--- src/rtl/gfx_rom_arbiter.sv ---
// Graphics ROM port arbiter: three tile fetchers and one sprite fetcher share a
// single-outstanding ROM port, with blank-driven priority and a fill-data watchdog.
module gfx_rom_arbiter #(
  parameter int ADDR_W  = 20,
  parameter int DATA_W  = 32,
  parameter int TIMEOUT = 63
) (
  input  logic                  clk,
  input  logic                  reset,
  input  logic                  hbl,
  input  logic                  vbl,
  input  logic [3:0]            req,
  input  logic [4*ADDR_W-1:0]   req_addr,
  output logic [3:0]            ack,
  output logic [DATA_W-1:0]     rdata,
  output logic                  mem_req,
  output logic [ADDR_W-1:0]     mem_addr,
  input  logic                  mem_ack,
  input  logic [DATA_W-1:0]     mem_rdata,
  output logic                  busy,
  output logic [1:0]            grant_id,
  output logic                  timeout_err
);

  localparam int WD_W = (TIMEOUT < 1) ? 1 : $clog2(TIMEOUT + 1);
  localparam logic [WD_W-1:0] WDOG_MAX = WD_W'(TIMEOUT);

  typedef enum logic [1:0] {
    ST_IDLE = 2'd0,
    ST_BUSY = 2'd1,
    ST_DONE = 2'd2
  } state_e;

  state_e              state_q, state_d;
  logic                mem_req_q, mem_req_d;
  logic [ADDR_W-1:0]   mem_addr_q, mem_addr_d;
  logic [3:0]          ack_q, ack_d;
  logic [DATA_W-1:0]   rdata_q, rdata_d;
  logic [1:0]          grant_id_q, grant_id_d;
  logic                timeout_err_q, timeout_err_d;
  logic [1:0]          rr_ptr_q, rr_ptr_d;
  logic [WD_W-1:0]     wdog_q, wdog_d;

  logic [ADDR_W-1:0]   client_addr_s [4];
  logic [1:0]          rr_first_s, rr_second_s, rr_third_s;
  logic                rr_hit_s;
  logic [1:0]          rr_idx_s;
  logic                blank_s;
  logic                grant_valid_s;
  logic [1:0]          grant_s;
  logic                wdog_expired_s;

  // Split the packed client address bus into per-client words.
  always_comb begin
    for (int n = 0; n < 4; n++) begin
      client_addr_s[n] = req_addr[n*ADDR_W +: ADDR_W];
    end
  end

  // Round-robin search order among tile clients, starting just after rr_ptr.
  always_comb begin
    case (rr_ptr_q)
      2'd0: begin
        rr_first_s  = 2'd1;
        rr_second_s = 2'd2;
        rr_third_s  = 2'd0;
      end
      2'd1: begin
        rr_first_s  = 2'd2;
        rr_second_s = 2'd0;
        rr_third_s  = 2'd1;
      end
      default: begin
        rr_first_s  = 2'd0;
        rr_second_s = 2'd1;
        rr_third_s  = 2'd2;
      end
    endcase
  end

  // First requesting tile client in round-robin order.
  always_comb begin
    rr_hit_s = 1'b0;
    rr_idx_s = 2'd0;
    if (req[rr_first_s]) begin
      rr_hit_s = 1'b1;
      rr_idx_s = rr_first_s;
    end else if (req[rr_second_s]) begin
      rr_hit_s = 1'b1;
      rr_idx_s = rr_second_s;
    end else if (req[rr_third_s]) begin
      rr_hit_s = 1'b1;
      rr_idx_s = rr_third_s;
    end else begin
      rr_hit_s = 1'b0;
      rr_idx_s = 2'd0;
    end
  end

  assign blank_s = hbl | vbl;

  // Sprites lead during blanking, tile layers lead during active display.
  always_comb begin
    grant_valid_s = 1'b0;
    grant_s       = 2'd0;
    if (blank_s && req[3]) begin
      grant_valid_s = 1'b1;
      grant_s       = 2'd3;
    end else if (rr_hit_s) begin
      grant_valid_s = 1'b1;
      grant_s       = rr_idx_s;
    end else if (req[3]) begin
      grant_valid_s = 1'b1;
      grant_s       = 2'd3;
    end else begin
      grant_valid_s = 1'b0;
      grant_s       = 2'd0;
    end
  end

  assign wdog_expired_s = (wdog_q == WDOG_MAX);

  // FSM state register.
  always_ff @(posedge clk) begin
    if (reset) begin
      state_q <= ST_IDLE;
    end else begin
      state_q <= state_d;
    end
  end

  // FSM next-state logic.
  always_comb begin
    state_d = state_q;
    case (state_q)
      ST_IDLE: begin
        if (grant_valid_s) begin
          state_d = ST_BUSY;
        end else begin
          state_d = ST_IDLE;
        end
      end
      ST_BUSY: begin
        if (mem_ack || wdog_expired_s) begin
          state_d = ST_DONE;
        end else begin
          state_d = ST_BUSY;
        end
      end
      ST_DONE: state_d = ST_IDLE;
      default: state_d = ST_IDLE;
    endcase
  end

  // FSM output / datapath next values.
  always_comb begin
    mem_req_d     = mem_req_q;
    mem_addr_d    = mem_addr_q;
    ack_d         = 4'b0000;
    rdata_d       = rdata_q;
    grant_id_d    = grant_id_q;
    timeout_err_d = timeout_err_q;
    rr_ptr_d      = rr_ptr_q;
    wdog_d        = wdog_q;
    case (state_q)
      ST_IDLE: begin
        if (grant_valid_s) begin
          grant_id_d = grant_s;
          mem_addr_d = client_addr_s[grant_s];
          mem_req_d  = 1'b1;
          wdog_d     = {WD_W{1'b0}};
          if (grant_s != 2'd3) begin
            rr_ptr_d = grant_s;
          end else begin
            rr_ptr_d = rr_ptr_q;
          end
        end else begin
          mem_req_d = 1'b0;
        end
      end
      ST_BUSY: begin
        if (mem_ack) begin
          mem_req_d = 1'b0;
          rdata_d   = mem_rdata;
          ack_d     = 4'b0001 << grant_id_q;
        end else if (wdog_expired_s) begin
          // Watchdog abort: complete the client with fill data.
          mem_req_d     = 1'b0;
          rdata_d       = {DATA_W{1'b1}};
          ack_d         = 4'b0001 << grant_id_q;
          timeout_err_d = 1'b1;
        end else begin
          wdog_d = wdog_q + WD_W'(1);
        end
      end
      ST_DONE: begin
        ack_d = 4'b0000;
      end
      default: begin
        mem_req_d = 1'b0;
      end
    endcase
  end

  // Datapath registers.
  always_ff @(posedge clk) begin
    if (reset) begin
      mem_req_q     <= 1'b0;
      mem_addr_q    <= {ADDR_W{1'b0}};
      ack_q         <= 4'b0000;
      rdata_q       <= {DATA_W{1'b0}};
      grant_id_q    <= 2'd0;
      timeout_err_q <= 1'b0;
      rr_ptr_q      <= 2'd2;
      wdog_q        <= {WD_W{1'b0}};
    end else begin
      mem_req_q     <= mem_req_d;
      mem_addr_q    <= mem_addr_d;
      ack_q         <= ack_d;
      rdata_q       <= rdata_d;
      grant_id_q    <= grant_id_d;
      timeout_err_q <= timeout_err_d;
      rr_ptr_q      <= rr_ptr_d;
      wdog_q        <= wdog_d;
    end
  end

  assign mem_req     = mem_req_q;
  assign mem_addr    = mem_addr_q;
  assign ack         = ack_q;
  assign rdata       = rdata_q;
  assign grant_id    = grant_id_q;
  assign timeout_err = timeout_err_q;
  assign busy        = (state_q != ST_IDLE);

endmodule

--- config.mk ---
export PLATFORM = sky130hd
export DESIGN_NAME = gfx_rom_arbiter
export DESIGN_NICKNAME = d
export VERILOG_FILES = /design/src/rtl/gfx_rom_arbiter.sv
export SDC_FILE = /design/constraint.sdc
export NUM_CORES = 1
export LEC_CHECK = 0
export BUFFER_PORTS_ARGS = -buffer_cell sky130_fd_sc_hd__clkbuf_2
export CAP_MARGIN = 20
export CORE_MARGIN = 2
export CORE_UTILIZATION = 43
export DETAILED_ROUTE_END_ITERATION = 10
export GPL_TIMING_DRIVEN = 0
export PLACE_DENSITY = 0.8
export SKIP_CTS_REPAIR_TIMING = 1
export SLEW_MARGIN = 5
export SYNTH_ARGS = -nofsm -noshare
export SYNTH_HDL_FRONTEND = slang
export SYNTH_SLANG_ARGS = --single-unit
--- constraint.sdc ---
create_clock -name clk -period 1.8 [get_ports clk]
set_input_delay 0.18 -clock clk [delete_from_list [all_inputs] [get_ports clk]]
set_output_delay 0.18 -clock clk [all_outputs]
set_load 0.05 [all_outputs]
==> results.txt <==
Final setup fails = 0
Critical path, cell by cell = ha_1 -> inv_1 -> o21ai_0 -> or4_1 -> a21oi_1
Post-Syn Area = 3030 sq um
Largest area contributor in the netlist = dfxtp_1
CP bufs+invs = 1
Worst VDD drop = 431 uV
Fillcell total = 564
TritonCTS buffer count = 9
Clock Latency Late Sink = 0.35 ns
Routed wire length = 9380 um
Count leader, synth = dfxtp_1
Final ANT Viol Nets = 0
Post-Route Skew = 0.00935 ns
Relative slew margins = 0.601
Synth Register Bits = 70
Via Count = 3127
# IOs = 182
Gate power share = 0.276
Synth cell count leaders = 70 x dfxtp_1, 32 x o221a_2, 25 x nand2_1
Most used DFF post-synth = dfxtp_1
Synth Area in Compound Gates = 0.307
GRT Overall Usage = 0.238
Area Growth Syn to Fin = 41.6%
Int Pwr = 2930 uW
Initial antenna violation count = 0
CP required = 2.08 ns
Top cell type's share of synthesized area = 0.463
Grt ovf = 0
Vias in the first global route = 3024
Core Area = 6790 sq um
Status = completed
Die width = 87.9 um
Post-synthesis mux area share = 0.0661
ANT cells = 0
Worst path slowest cell = or4_1
TritonRoute pass-1 iters = 4
Static leakage = 0.00205 uW
Drc violations = 0
Crit path depth = 5
Crit path kind = flop to flop
Pin count of the biggest net entering global routing = 12
CTS tree = done
Die area = 7730 sq um
Max incr delay on CP = 0.56 ns
Final GP Congestion = 0.846
Vias per inst = 5.47
Max-slew violations = 0
Top post-synthesis cells by area = dfxtp_1 46%, o221a_2 12%, mux2i_1 6.6%, o221ai_1 5.8%, a221oi_2 5.0%
Switching share of total power = 0.337
Crit end category = flop
Simple-Gate Fraction of Synth Area = 0.104
Crit path launch type = flop
First-pass GRT wire length = 14300 um
Count of cell types in the netlist = 41
Syn Area/Cell = 10.8 sq um
Pwr per Cell Area = 1030 nW/um^2
H-Tree Depth = 3
Post-DR wirelength/cell = 16.4 um
Fin crit share = 0.941
Tmin final = 1.69 ns
Synth Area in XOR/XNOR = 0.00868
Sum Neg Setup Slack = 0 ns
WP data arrival = 1.97 ns
Initial core utilization = 0.446
Clock Tree Buf Depth = 2
Chip height = 87.9 um
Sequential Area = 1400 sq um
Ys Warns = 0
Seq/Total Area, Yosys = 0.463
Input/output buffers = 181
Worst-case reg-to-reg path depth = 5
Syn nets = 402
Ys async rst share = 0
HPWL after DPL = 7230 um
Multi-input gate area = 1490 sq um
Hold depth = 2
Sequential share of power = 0.399
Largest delay contributor family on the critical path = simple AND/OR/NAND/NOR gates
Clk network pwr share = 0.325
Post-synthesis adder-cell area fraction = 0.00413
Worst-Margin Slew = 0.592 ns
Fraction of final layout cells sized beyond drive strength 1 = 0.546
Sink Count = 70
Drt first-iter violations = 81
Final Util = 0.631
RSZ-0062 raised after global routing = true
Max-cap violations = 0
Final hold vios = 0
Main combinational cell family by area after synthesis = compound AO/OA/AOI/OAI gates
Cells after Synth = 280
Fmax = 590 MHz
NumNets Final = 594
Class of the worst hold path = input port to flop
CTS root buf = clkbuf_8
Number of synthesized flops with an enable pin = 0
Sw Pwr = 1490 uW
CTS clk-pin slew, worst paths = 0.07 ns
Worst Path Max Fanout = 5
Cell Rows = 30
==> registers in the layout, indices dropped and copies added (netlist names) <==
| name | count |
|---|---|
| mem_addr | 20 |
| mem_req | 1 |
| rdata | 32 |
| ack | 4 |
| state_q | 2 |
| wdog_q | 6 |
| timeout_err | 1 |
| grant_id | 2 |
| rr_ptr_q | 2 |
==> area by class of cell <==
type | instances | area share
well taps | 96 | 0.0280
clock inverters | 3 | 0.0158
clock buffers | 12 | 0.0362
multi-input cells | 179 | 0.348
repair buffers | 181 | 0.211
plain buffers | 26 | 0.0295
inverters | 5 | 0.00438
flip-flops and latches | 70 | 0.327
==> worst register-to-register path: cells and delay by family, from the launching register on <==
family | cells | cell delay (ns)
DFF | 1 | 0.34
and+or+nand+nor | 1 | 0.56
AOI/OAI and AO/OA | 2 | 0.39
adders and majority gates | 1 | 0.23
buffers and inverters | 1 | 0.11
==> placed cells by master (no fill, tap or decap), types with 2 or more instances in the layout <==
cell	count
nor2_1	7
nand2_1	25
nand4_1	2
o221a_2	32
bufinv_16	2
clkbuf_8	11
buf_2	11
inv_1	5
clkbuf_1	12
mux2i_1	20
a31oi_2	2
xnor2_1	2
o221ai_1	20
buf_4	3
nor3_1	2
dfxtp_1	70
and4_1	2
nor4b_1	2
o211a_1	2
nand2b_1	4
clkbuf_2	181
nand3_1	4
o21ai_0	7
or4_1	2
a221oi_1	10
a21oi_1	8
a221oi_2	10
==> power by group through the flow <==
stage / Sequential, uW / Combinational, uW / Clock [uW]
6_report: 1760 / 1220 / 1430
5_1_grt: 1780 / 1300 / 1530
4_1_cts: 1760 / 1220 / 1450
3_5_place_dp: 1800 / 1210 / 0
3_3_place_gp: 1790 / 1200 / 0
2_1_floorplan: 2200 / 429 / 0
==> path summary, 6_finish.rpt <==
kind,start,end,slack [ns]
setup / recovery,wdog_q[0],wdog_q[5],0.11
hold / removal,mem_rdata[7],rdata[7],0.09
setup reg to reg,wdog_q[0],wdog_q[5],0.11
hold reg to reg,mem_addr[9],mem_addr[9],0.47
==> per-stage QoR <==
stage	hold slack (ns)	area [sq um]	setup slack, ns	power, uW	std cells
3_3_place_gp	0.445	4050	0.0612	2990	557
6_report	0.0940	4290	0.106	4410	572
5_1_grt	0.0848	4290	-0.00295	4610	572
2_1_floorplan	0.360	3030	0.311	2630	280
4_1_cts	0.0882	4280	0.0193	4430	572
3_5_place_dp	0.450	4050	0.0278	3010	557
==> logic make-up (layout without fill, tap and decap cells) <==
kind of cell               after synthesis  count (layout)
AOI/OAI and AO/OA                       96              96
xor gates and xnor gates                 3               3
adders and majority gates                1               1
buffers and inverters                   31             227
DFF                                     70              70
muxes                                   20              20
and+or+nand+nor                         59              59
==> metal layers <==
| metal | track usage | wire [um] | up-vias |
|---|---|---|---|
| li1 | - | - | 1506 |
| met1 | 0.268 | 3730 | 1461 |
| met2 | 0.423 | 4710 | 148 |
| met3 | 0.0726 | 806 | 12 |
| met4 | 0.0853 | 132 | 0 |
| met5 | 0 | 0 | - |
No activity file was read; power rests on OpenSTA's default activity.
